--- src/rtl/cpu_pkg.sv ---
// Shared CPU types: machine/instruction widths and the fetch-entry record
// carried from instruction fetch to decode.
package cpu_pkg;
  localparam int XLEN = 32;
  localparam int ILEN = 32;

  typedef struct packed {
    logic [ILEN-1:0] instr;
    logic [XLEN-1:0] pc;
  } fetch_entry_t;

  localparam int FE_W = $bits(fetch_entry_t);

  function automatic logic [XLEN-1:0] align_word(input logic [XLEN-1:0] a);
    return {a[XLEN-1:2], 2'b00};
  endfunction
endpackage

--- src/rtl/fetch_fifo.sv ---
// DEPTH-entry circular buffer of fetch entries with single-cycle flush.
// DEPTH must be a power of two so the pointers wrap by natural overflow.
module fetch_fifo
  import cpu_pkg::*;
#(
  parameter int  DEPTH = 4,
  localparam int AW    = $clog2(DEPTH),
  localparam int CW    = $clog2(DEPTH) + 1
) (
  input  logic            i_clk,
  input  logic            i_rst_n,
  input  logic            i_flush,
  input  logic            i_push,
  input  logic [FE_W-1:0] i_entry,
  input  logic            i_pop,
  output logic [FE_W-1:0] o_head,
  output logic [CW-1:0]   o_count,
  output logic            o_empty
);
  localparam logic [CW-1:0] FULL = CW'(DEPTH);

  fetch_entry_t  r_mem [DEPTH];
  logic [AW-1:0] r_rd;
  logic [AW-1:0] r_wr;
  logic [CW-1:0] r_count;
  logic          w_push;
  logic          w_pop;

  assign o_empty = (r_count == '0);
  assign o_count = r_count;
  assign o_head  = r_mem[r_rd];

  // Flush wins over both ports; a push into a full buffer is only legal alongside a pop.
  assign w_pop  = i_pop & ~o_empty & ~i_flush;
  assign w_push = i_push & ~i_flush & ((r_count != FULL) | w_pop);

  always_ff @(posedge i_clk or negedge i_rst_n) begin
    if (!i_rst_n) begin
      r_rd    <= '0;
      r_wr    <= '0;
      r_count <= '0;
    end else if (i_flush) begin
      r_rd    <= '0;
      r_wr    <= '0;
      r_count <= '0;
    end else begin
      if (w_push) r_wr <= r_wr + AW'(1);
      if (w_pop)  r_rd <= r_rd + AW'(1);
      case ({w_push, w_pop})
        2'b10:   r_count <= r_count + CW'(1);
        2'b01:   r_count <= r_count - CW'(1);
        default: r_count <= r_count;
      endcase
    end
  end

  always_ff @(posedge i_clk) begin
    if (w_push) r_mem[r_wr] <= fetch_entry_t'(i_entry);
  end
endmodule

--- src/rtl/fetch_queue.sv ---
// Instruction fetch front end: PC, credit-based request issue and decode queue.
// Optional macro FETCH_BYPASS_EN forwards a response straight to decode when the queue is empty.
module fetch_queue
  import cpu_pkg::*;
#(
  parameter int              DEPTH    = 4,
  parameter logic [XLEN-1:0] RESET_PC = 32'h0000_0000
) (
  input  logic            clk,
  input  logic            reset,
  output logic            imem_req,
  output logic [XLEN-1:0] imem_addr,
  input  logic [ILEN-1:0] imem_rdata,
  input  logic            redirect_valid,
  input  logic [XLEN-1:0] redirect_addr,
  output logic            dec_valid,
  input  logic            dec_ready,
  output logic [ILEN-1:0] dec_instr,
  output logic [XLEN-1:0] dec_pc
);
  localparam int            CW   = $clog2(DEPTH) + 1;
  localparam logic [CW-1:0] FULL = CW'(DEPTH);

  logic [XLEN-1:0] r_pc;
  logic            r_inflight;
  logic [XLEN-1:0] r_inflight_pc;

  logic [CW-1:0]   w_count;
  logic [CW-1:0]   w_used;
  logic            w_empty;
  fetch_entry_t    w_head;
  fetch_entry_t    w_out;
  logic            w_out_valid;
  logic            w_push;
  logic            w_pop;
  logic [FE_W-1:0] w_resp;

  assign w_resp = {imem_rdata, r_inflight_pc};

  // Every outstanding request already owns a queue slot, so the buffer cannot overflow.
  assign w_used    = w_count + CW'(r_inflight);
  assign imem_req  = reset & ~redirect_valid & (w_used < FULL);
  assign imem_addr = r_pc;

`ifdef FETCH_BYPASS_EN
  logic w_bypass;
  assign w_bypass    = w_empty & r_inflight;
  assign w_out       = w_bypass ? fetch_entry_t'(w_resp) : w_head;
  assign w_out_valid = ~w_empty | r_inflight;
  assign w_push      = r_inflight & ~(w_bypass & dec_ready);
  assign w_pop       = ~w_empty & dec_ready;
`else
  assign w_out       = w_head;
  assign w_out_valid = ~w_empty;
  assign w_push      = r_inflight;
  assign w_pop       = ~w_empty & dec_ready;
`endif

  // A redirecting cycle hands nothing to decode; the entries behind it are wrong-path.
  assign dec_valid = w_out_valid & ~redirect_valid;
  assign dec_instr = dec_valid ? w_out.instr : '0;
  assign dec_pc    = dec_valid ? w_out.pc    : '0;

  always_ff @(posedge clk or negedge reset) begin
    if (!reset) begin
      r_pc          <= RESET_PC;
      r_inflight    <= 1'b0;
      r_inflight_pc <= '0;
    end else if (redirect_valid) begin
      r_pc       <= align_word(redirect_addr);
      r_inflight <= 1'b0;
    end else begin
      r_inflight <= imem_req;
      if (imem_req) begin
        r_inflight_pc <= r_pc;
        r_pc          <= r_pc + 32'd4;
      end
    end
  end

  fetch_fifo #(.DEPTH(DEPTH)) u_fifo (
    .i_clk   (clk),
    .i_rst_n (reset),
    .i_flush (redirect_valid),
    .i_push  (w_push),
    .i_entry (w_resp),
    .i_pop   (w_pop),
    .o_head  (w_head),
    .o_count (w_count),
    .o_empty (w_empty)
  );
endmodule
--- config.mk ---
export PLATFORM = sky130hd
export DESIGN_NAME = fetch_queue
export DESIGN_NICKNAME = d
export VERILOG_FILES = /design/src/rtl/cpu_pkg.sv /design/src/rtl/fetch_fifo.sv /design/src/rtl/fetch_queue.sv
export SDC_FILE = /design/constraint.sdc
export NUM_CORES = 1
export LEC_CHECK = 0
export CAP_MARGIN = 30
export CORE_MARGIN = 4
export CORE_UTILIZATION = 57
export CTS_BUF_LIST = sky130_fd_sc_hd__clkbuf_2
export CTS_CLUSTER_DIAMETER = 30
export CTS_CLUSTER_SIZE = 40
export DETAILED_ROUTE_END_ITERATION = 10
export PLACE_DENSITY = 0.82
export SLEW_MARGIN = 40
export SYNTH_ARGS = -nofsm -noshare
export SYNTH_HDL_FRONTEND = slang
export SYNTH_SLANG_ARGS = --single-unit
--- constraint.sdc ---
create_clock -name clk -period 4.3 [get_ports clk]
set_input_delay 0.86 -clock clk [delete_from_list [all_inputs] [get_ports clk]]
set_output_delay 0.86 -clock clk [all_outputs]
set_load 0.05 [all_outputs]
======== Yosys cells after proc, flatten, opt, wreduce, memory -nomap -nowiden ========
Memories as Yosys holds them, arrays and structs flattened.
Index checks and enable logic that the tools add are counted.
word-level totals
  flip-flop bits (word level) ............. 72
  RAM bits ................................ 256
  word-level logic and storage cells ...... 47
  memories ................................ 1
memory list
  name          words  width  rd ports  clocked after memory_dff  write ports  RTL line          text
  u_fifo.r_mem  4      64     1         0                         1            fetch_fifo.sv:22  fetch_entry_t r_mem [DEPTH];
cells by class
  bitwise logic cells ..................... 11
  reduce and logical (&&, ||, !) cells .... 6
  magnitude comparators ................... 1
  add/subtract/negate cells ............... 6
  mux-type cells .......................... 13
  eq/ne operators ......................... 3
operators with widths
  cell                                               number
  2-to-1 mux 32 bit                                  4
  adder 32 x 3 -> 32 bit, second input constant      1
  bitwise AND 1 bit                                  8
  2-to-1 mux 2 bit                                   4
  one-hot mux 3 bit (2 select lines)                 1
  nonzero test 2 bit                                 3
  adder 2 x 1 -> 2 bit, second input constant        2
  adder 3 x 1 -> 3 bit                               1
  adder 3 x 1 -> 3 bit, second input constant        1
  logical NOT 3 bit                                  1
  less-than comparator 3 bit, second input constant  1
  2-to-1 mux 1 bit                                   3
  2-to-1 mux 3 bit                                   1
  inequality test 3 bit, second input constant       1
  nonzero test 3 bit                                 1
  subtractor 3 x 1 -> 3 bit, second input constant   1
  == test 2 x 1 -> 1 bit, second input constant      1
  == test 2 bit, second input constant               1
  inverter 1 bit                                     2
  AND reduction 2 bit                                1
  bitwise OR 1 bit                                   1

======== Logic depth before layout (Yosys ltp) ========
Gate-level depths: netlist of run 1.
  word-level depth ........................ 10
  mapped depth ............................ 10
  gate-level depth less buffers ........... 8

======== Hierarchy ========
A second synthesis of run 1 with hierarchy kept.
unflattened totals
  cells, all modules ...................... 810
  area, all modules ....................... 13,289.0 um^2
by module, submodules not included
  module       instances  area each (um^2)  sequential area each (um^2)  cells each
  fetch_fifo   1          9,843.2           7,862.5                      397
  fetch_queue  1          3,445.8           1,526.5                      413

======== Least setup slack after synthesis of run 1 ========
OpenSTA, ideal clock, no wires.
  kind .................................... input-to-reg
  start point ............................. in redirect_valid
  end point ............................... mem u_fifo.r_mem[0][10] (netlist bit) (enable)
  cell stages on the path ................. 3
  data required time ...................... 3.874 ns
  library setup time ...................... 0.426 ns
  slack ................................... 0.932 ns
  arrival ................................. 2.942 ns
  path through ............................ clkbuf_1 > nor3b_2 > and2_1
between the ends
  longest elaborated chain between the ends .. 6
ends and longest elaborated chain
  what                                        RTL line           text
  from (decl)                                 fetch_queue.sv:14  input logic redirect_valid,
  inverter 1 bit (no line) (*)                -
  bitwise AND 1 bit                           fetch_fifo.sv:34   assign w_pop = i_pop & ~o_empty & ~i_flush;
  bitwise OR 1 bit                            fetch_fifo.sv:35   assign w_push = i_push & ~i_flush & ((r_count != FULL) | w_pop);
  bitwise AND 1 bit (*)                       fetch_fifo.sv:35
  2-to-1 mux 1 bit (*)                        fetch_fifo.sv:58   if (w_push) r_mem[r_wr] <= fetch_entry_t'(i_entry);
  2-to-1 mux 1 bit (not written as such) (*)  fetch_fifo.sv:58
  to (decl)                                   fetch_fifo.sv:22
Every way passes the cells marked *; elsewhere a longest branch is shown, timed or not.

======== Final worst setup path of run 1 ========
  start point ............................. reg u_fifo.r_count[1] (netlist: u_fifo.o_count[1])
  end point ............................... out dec_pc[20]
between the ends
  longest elaborated chain between the ends .. 4
ends and longest elaborated chain
  what                    RTL line           text
  from (decl)             fetch_fifo.sv:25   logic [CW-1:0] r_count;
  from (signal assigned)  fetch_fifo.sv:50   2'b10: r_count <= r_count + CW'(1);
  from (signal assigned)  fetch_fifo.sv:51   2'b01: r_count <= r_count - CW'(1);
  from (signal assigned)  fetch_fifo.sv:52   default: r_count <= r_count;
  logical NOT 3 bit       fetch_fifo.sv:29   assign o_empty = (r_count == '0);
  inverter 1 bit          fetch_queue.sv:54  assign w_out_valid = ~w_empty;
  bitwise AND 1 bit       fetch_queue.sv:60  assign dec_valid = w_out_valid & ~redirect_valid;
  2-to-1 mux 32 bit       fetch_queue.sv:62  assign dec_pc = dec_valid ? w_out.pc : '0;
  to (decl)               fetch_queue.sv:19  output logic [XLEN-1:0] dec_pc
Every way passes these cells.

==> results of run 1 <==
[registers in the layout, summed over array words and instances (netlist names)]
register and count:
u_fifo.r_mem 248, r_inflight 1, u_fifo.o_count 3, r_inflight_pc 30
imem_addr 30, u_fifo.r_wr 2, u_fifo.r_rd 2
[placed cells by master (no fill, tap or decap), drive strengths merged, types with 4 or more instances in the layout]
master / Yosys / layout
mux4: 62 / 62
buf: 20 / 40
and3: 10 / 10
clkbuf: 27 / 59
nand3: 11 / 11
bufinv: 0 / 4
nand2: 115 / 115
o21ai: 36 / 36
edfxtp: 248 / 248
xor2: 5 / 5
nor3: 11 / 11
and4: 4 / 4
xnor2: 20 / 20
o31a: 4 / 4
dfrtp: 68 / 68
conb: 1 / 4
clkdlybuf4s50: 0 / 147
nand4: 4 / 4
clkinv: 0 / 16
nor4: 10 / 10
and2: 68 / 68
nor2: 12 / 12
clkinvlp: 0 / 7
ha: 5 / 5
nand2b: 6 / 6
a21oi: 7 / 7
inv: 13 / 22
[cells in the mapped netlist (7+ instances only)]
library cell                 n
sky130_fd_sc_hd__inv_1      13
sky130_fd_sc_hd__buf_2      13
sky130_fd_sc_hd__nand2_1   115
sky130_fd_sc_hd__xnor2_1    20
sky130_fd_sc_hd__nor3_1     11
sky130_fd_sc_hd__clkbuf_1   27
sky130_fd_sc_hd__mux4_2     62
sky130_fd_sc_hd__and2_1     68
sky130_fd_sc_hd__and3_1     10
sky130_fd_sc_hd__nand3_1    11
sky130_fd_sc_hd__dfrtp_1    68
sky130_fd_sc_hd__a21oi_1     7
sky130_fd_sc_hd__o21ai_0    32
sky130_fd_sc_hd__nor2_1     11
sky130_fd_sc_hd__nor4_1      8
sky130_fd_sc_hd__edfxtp_1  248
[worst max-delay path, delay by kind of cell (launching register included)]
kind | cells | cell delay (ns)
simple gates | 3 | 0.60
flops | 1 | 0.59
buf+inv | 2 | 1.09
[power by group]
group	total (mW)	internal, mW	switching [mW]
combinational	0.847	0.353	0.494
sequential	3.59	3.46	0.133
clock	1.88	0.708	1.17
total	6.32	4.52	1.80
[stage by stage]
stage / setup slack [ns] / instances / hold WS [ns]
finish: 0.319 / 1315 / 0.492
global route: 0.0607 / 1315 / 0.439
CTS: 0.0580 / 1310 / 0.434
detailed placement: 0.828 / 1213 / 0.504
global placement: 0.859 / 1213 / 0.491
floorplan: 0.932 / 798 / 0.476
[what timing repair did]
item,CTS,global route
hold buffers,1,0
endpoints found under the hold margin,17,0
setup endpoints to repair,31,6
setup buffers,1,4
[logic make-up after synthesis]
group,count (synthesis),share of synthesized area [%]
mux,65,11.1
xor+xnor,25,1.70
simple gates,261,10.5
flops,316,71.1
buf+inv,60,2.02
other cells,1,0.0291
fa+ha+maj,6,0.642
compound gates,61,2.94
[how the worst max path moves through the flow]
stage	start	to	slack (ns)	depth (start not counted)
global placement	dec_ready	u_fifo.r_mem[0][42]	0.86	5
finish	u_fifo.o_count[1]	dec_pc[20]	0.32	5
CTS	u_fifo.r_rd[0]	dec_pc[6]	0.06	4
detailed placement	dec_ready	u_fifo.r_mem[0][42]	0.83	5
floorplan	redirect_valid	u_fifo.r_mem[0][10]	0.93	3
global route	u_fifo.o_count[1]	dec_pc[21]	0.06	5
[area by class of cell]
| type | count | area [µm²] | area share (%) |
|---|---|---|---|
| Tap cell | 280 | 350 | 2.25 |
| Inverter | 13 | 48.8 | 0.313 |
| Sequential cell | 316 | 9160 | 58.7 |
| Antenna cell | 1 | 2.50 | 0.0160 |
| Clock inverter | 36 | 359 | 2.30 |
| Clock buffer | 59 | 295 | 1.89 |
| Multi-Input combinational cell | 422 | 3480 | 22.3 |
| Timing Repair Buffer | 188 | 1900 | 12.2 |
[metal layers]
metal  wire length, µm  part of all wire [%]
met4               421                   1.6
met3              1840                   7.1
met5                 0                     0
met2             13100                    50
met1             10800                    41
==> impl_summary.log, run 1 <==
[metrics] dominant cell type by area after synthesis: sky130_fd_sc_hd__edfxtp_1
[metrics] top cells by area in the synthesized netlist: sky130_fd_sc_hd__edfxtp_1 (58%), sky130_fd_sc_hd__dfrtp_1 (13%), sky130_fd_sc_hd__mux4_2 (11%)
[metrics] path category of the worst min-delay check: reg -> reg
[metrics] Crit Path Category: reg -> out
[metrics] routed wirelength normalized by instance count: just under 20 µm
[metrics] Buffers on Ports: 159
[metrics] cell count after synthesis: between 700 and 800
[metrics] number of setup violations in the final report: 0
[metrics] TritonCTS clock tree: built
[metrics] Area Overhead vs Synth: 21.2%
[metrics] final std cell area, no fill: approximately 16,000 µm²
[metrics] Primary FF master, synth: sky130_fd_sc_hd__edfxtp_1
[metrics] r2r setup slk: 1.72 ns
[metrics] number of max-cap violations: 0
[metrics] Relative slew margins: a little over half
[metrics] Max Root-Sink Buffers: 3
[metrics] Clock transition at path regs: between 0.2 and 0.25 ns
[metrics] timing-limited maximum frequency: 251 MHz
[metrics] HPWL after DPL: approximately 17,000 µm
[metrics] kind of end point of the critical path: primary output
[metrics] routing usage on met1: 29.4%
[metrics] Worst-Margin Slew: between 0.6 and 0.7 ns
[metrics] Routed Wire Length: about 26,000 µm
[metrics] number of distinct library cells after synthesis: 48
[metrics] Mapped Area: between 10,000 and 15,000 µm²
[metrics] Clock Latency Late Sink: approximately 0.86 ns
[metrics] Synth Register Bits: ~320
[metrics] core area: approximately 22,000 µm²
[metrics] standard-cell rows: 54
[metrics] highest-delay cell along the critical path: sky130_fd_sc_hd__clkdlybuf4s50_1
[metrics] largest driver fanout on the critical path: 60
[metrics] clock period minus final worst setup slack: roughly 4 ns
[metrics] share of the cycle needed by the critical path after routing: 92.6%
[metrics] via count: approximately 7,300
[metrics] Nets: roughly 1,100
[metrics] status: complete, no violations
[metrics] met2 usage: a little over a third
[metrics] ratio of cells with drive above 1 in the final layout: 20.1%
[metrics] setup total negative slack: 0 ns
[metrics] cell area after placement: 14,900 µm²
[metrics] share of synthesized flip-flops with an asynchronous set or reset: between 20% and 30%
[metrics] hold-critical path depth: 0
[metrics] worst-case vdd ir drop: 0.209 mV
[metrics] critical path launch point type: flop
[metrics] portion of the post-synthesis area used by sequential elements: a little under three quarters
[metrics] number of synthesized flops with an enable pin: 248
[metrics] reg-to-reg critical path endpoint: u_fifo.r_mem[0][43]
[metrics] Worst Path Arrival: about 3.1 ns
[metrics] total clock sinks: 316
[metrics] final estimated routing congestion in global placement: about 0.8
[metrics] H-tree level count: 2
[metrics] buffer cell driving the clock tree root: sky130_fd_sc_hd__clkbuf_2
[metrics] post-CTS resize count: 0
[metrics] Data required, critical path: between 3 and 4 ns
[metrics] Initial Util: 58.4%
[metrics] gr usage total: 21.5%
[metrics] number of DRC markers in iteration 0: slightly above 500
[metrics] first-pass GRT wire length: a little over 40,000 µm
[metrics] Final Slew Violations: 0
[metrics] length of the first detailed-routing pass in iterations: 5
[metrics] area of the die: around 25,000 µm²
[metrics] antenna violations before repair: 1
[metrics] met3 track demand over resource in global routing: roughly 5.2%
[metrics] leakage power total: ~5.5 nW
[metrics] biggest cell delay along the critical path: about 0.83 ns
[metrics] routed via count divided by cell count: 5.58
[metrics] busiest layer in global routing: met2
[metrics] Worst Hold Launch: r_inflight_pc[21]
[metrics] via count of the first global-routing pass: slightly below 8,000
[metrics] final setup skew: between 0.05 and 0.06 ns
[metrics] cells along the critical path: nor3_1 > nor2_4 > buf_12 > and2_1 > clkdlybuf4s50_1
[metrics] length in cells of the worst reg-to-reg path: 5
[metrics] mean instance size in the synthesized netlist: between 15 and 20 µm²
[metrics] number of top-level design ports: 166
[metrics] Pwr Total: 6.32 mW
[metrics] clock buffer count from CTS: 51
[metrics] remaining number of nets flagged by the antenna check after routing: 0
[metrics] fillers: roughly 1,400
[metrics] horizontal die dimension: 158 µm
[metrics] hold violation total from the final report: 0
[metrics] die extent in y: roughly 160 µm
[metrics] pin count of the biggest net entering global routing: between 70 and 80
[metrics] Post-route DRC: 0
[metrics] aggregate global routing overflow: 0
[metrics] startpoint of the lowest-slack register-to-register path: u_fifo.o_count[1]
[metrics] Final Core Density: between 70% and 80%
[metrics] capture endpoint of the worst hold path: u_fifo.r_mem[0][21]
[metrics] Power per Cell Area: around 400 nW/µm²
[metrics] number of warnings printed during yosys synthesis: 0
[metrics] setup repair after global routing missed its margin: no
[metrics] top-area cell type share of the netlist area: a little under 60%
(Power assumes the default switching activity.)
==> inputs of run 2 (changes only) <==
clock period = 3.8 ns   (was 4.3 ns; I/O delays follow)
==> run 2 against run 1 <==
  * Worst setup slack worse by 0.091 ns
  * Largest cell class unchanged
  * Total power grew 15%
  * Routed wire length shrank 0.29%
  * Clock power increased by 20%
  * Via count shrank 0.29%
  * Combinational power grew 9.9%
==> impl_summary.log, run 2 (synthesized netlist as in run 1, its figures left out) <==
[metrics] path category of the worst min-delay check: in -> async
[metrics] area of the die: ~25,000 µm²
[metrics] most frequent cells in the layout: sky130_fd_sc_hd__edfxtp_1 (248), sky130_fd_sc_hd__nand2_1 (115), sky130_fd_sc_hd__clkdlybuf4s50_1 (96), sky130_fd_sc_hd__buf_4 (68), sky130_fd_sc_hd__dfrtp_1 (66)
[metrics] kind of end point of the critical path: primary output
[metrics] top metal layer carrying routed signals: met4
[metrics] Post-CTS Repair Setup Buffers: 0
[metrics] pin count of the biggest net entering global routing: 72
[metrics] horizontal die dimension: approximately 160 µm
[metrics] buffer cell driving the clock tree root: sky130_fd_sc_hd__clkbuf_2
[metrics] final setup skew: 0.0815 ns
[metrics] Relative slew margins: between 50% and 60%
[metrics] Top Family by Delay on Critical Path: buffers and inverters
[metrics] clock network power share: ~31%
[metrics] Area Overhead vs Synth: 20.2%
[metrics] antenna violations before repair: 1
[metrics] Crit Path Category: reg -> out
[metrics] Worst-Margin Slew: 0.648 ns
[metrics] sum of met3 wire segment lengths after detailed routing: roughly 1900 µm
[metrics] number of DRC markers in iteration 0: 506
[metrics] number of buffer and inverter instances along the worst setup path: 2
[metrics] cell repeated most along the worst path: sky130_fd_sc_hd__buf_4
[metrics] worst-case vdd ir drop: slightly above 0.3 mV
[metrics] hold violation total from the final report: 0
[metrics] Largest register FFs: approximately 250
[metrics] Data required, critical path: 3.04 ns
[metrics] Hold Slack: 0.317 ns
[metrics] Routed Wire Length: 26,000 µm
[metrics] cells along the critical path: buf_4 > mux4_2 > and2_1 > buf_4
[metrics] Final Core Density: about 70%
[metrics] status: complete, no violations
[metrics] internal power: 5.22 mW
[metrics] clock buffer count from CTS: 53
[metrics] Largest Register: u_fifo.r_mem
[metrics] ratio of cells with drive above 1 in the final layout: ~25%
[metrics] Worst Path Arrival: ~2.8 ns
[metrics] critical path launch point type: flop
[metrics] Final Slew Violations: 0
[metrics] aggregate global routing overflow: 0
[metrics] count of placed standard cells in the final layout, fillers left out: 1,311
[metrics] Power per Cell Area: 468 nW/µm²
[metrics] routed wirelength normalized by instance count: roughly 20 µm
[metrics] timing-limited maximum frequency: 280 MHz
[metrics] power share of the combinational group: approximately 13%
[metrics] first-pass GRT wire length: around 42,000 µm
[metrics] Nets: between 1,000 and 1,500
[metrics] Post-route DRC: 0
[metrics] H-tree level count: 2
[metrics] number of top-level design ports: 166
[metrics] Post-Route M1 WL: ~11,000 µm
[metrics] TritonCTS clock tree: built
[metrics] biggest cell delay along the critical path: ~0.57 ns
[metrics] leakage power total: between 5 and 6 nW
[metrics] largest driver fanout on the critical path: 26
[metrics] number of max-cap violations: 0
[metrics] switching share of power: 28.0%
[metrics] length of the first detailed-routing pass in iterations: 5
[metrics] Detail Route met2 WL: between 10,000 and 15,000 µm
[metrics] HPWL after DPL: 16,500 µm
[metrics] remaining number of nets flagged by the antenna check after routing: 0
[metrics] setup total negative slack: 0 ns
[metrics] Initial Util: 58.4%
[metrics] clock period minus final worst setup slack: approximately 3.6 ns
[metrics] die extent in y: 158 µm
[metrics] r2r setup slk: 1.27 ns
[metrics] gr usage total: around 21%
[metrics] via count: approximately 7,300
[metrics] final estimated routing congestion in global placement: about 0.78
[metrics] total clock sinks: around 320
[metrics] Max Root-Sink Buffers: 3
[metrics] core area: approximately 22,000 µm²
[metrics] placed instance count: approximately 1,200
[metrics] share of the cycle needed by the critical path after routing: between 90% and 100%
[metrics] most common cell after layout, fill and taps aside: sky130_fd_sc_hd__edfxtp_1
[metrics] highest-delay cell along the critical path: sky130_fd_sc_hd__mux4_2
[metrics] setup repair after global routing missed its margin: no
[metrics] via count of the first global-routing pass: between 7,000 and 8,000
[metrics] sw power: a little over 2 mW
[metrics] number of setup violations in the final report: 0
[metrics] standard-cell rows: 54
[metrics] Clock transition at path regs: approximately 0.19 ns
[metrics] routed via count divided by cell count: 5.58
[metrics] Buffers on Ports: around 160
[metrics] power share of the sequential group: a little under three fifths
[metrics] Clock Latency Late Sink: around 0.84 ns
run 2: cell types whose count changed in the layout (fill, tap and decap cells not counted), sizes merged:
cell,previous run,this run
buf,40,82
bufinv,4,6
clkbuf,59,60
clkdlybuf4s50,147,96
clkinv,16,21
clkinvlp,7,9
inv,22,17
run 2: final timing paths:
kind | from | end | cells past startpoint
worst min register to register | r_inflight_pc[16] | u_fifo.r_mem[2][16] | 0
max in group asynchronous | reset | imem_addr[26] | 3
min in group clk | redirect_valid | u_fifo.r_wr[1] | 4
worst max register to register | u_fifo.o_count[1] | u_fifo.o_count[2] | 9
worst min-delay path | reset | u_fifo.r_rd[0] | 2
worst max-delay path | u_fifo.r_rd[0] | dec_instr[11] | 4
run 2: worst register-to-register path: cells and delay by family (launching register included):
family,cells,cell delay (ns)
AOI/OAI and AO/OA,2,0.27
adders and majority gates,1,0.44
buffers and inverters,1,0.25
DFF,1,0.53
and+or+nand+nor,5,1.01
run 2: cell type report:
type,count,area (µm²)
Sequential cell,316,9160
Fill cell,1458,6560
Multi-Input combinational cell,422,3480
Timing Repair Buffer,179,1720
Clock inverter,40,404
Tap cell,280,350
Clock buffer,60,300
Inverter,13,48.8
Antenna cell,1,2.50
run 2: stage by stage:
| stage | power [mW] | worst slack (ns) | instance area, µm² |
|---|---|---|---|
| finish | 7.25 | 0.229 | 15500 |
| CTS | 7.33 | 0.115 | 15500 |
| detailed placement | 5.08 | 0.760 | 14700 |
| floorplan | 4.70 | 0.532 | 12900 |
| global placement | 5.05 | 0.826 | 14700 |
| global route | 7.60 | 0.0141 | 15500 |
run 2: what timing repair did:
item / CTS / global route
gates resized for setup: 0 / 1
hold buffers: 1 / 0
endpoints found under the setup margin: 0 / 1
endpoints found under the hold margin: 11 / 0
run 2: routing by layer:
layer	GRT usage [%]	up-vias
met1	28.2	3634
met2	36.5	281
li1	-	3366
met4	5.93	0
met5	0	-
met3	5.03	37
run 2: power groups by stage:
stage                     clock network (mW)  logic, mW  registers [mW]
after global placement                     0      0.924            4.12
final                                   2.25      0.931            4.07
after detailed placement                   0      0.939            4.14
after floorplan                            0      0.511            4.19
after CTS                               2.32      0.945            4.06
after global routing                    2.51       1.00            4.09
==> inputs of run 3 (changes only) <==
CAP_MARGIN = default   (was 30)
==> results of run 3 <==
No change in the layout: final DEF, timing and power equal those of run 2.
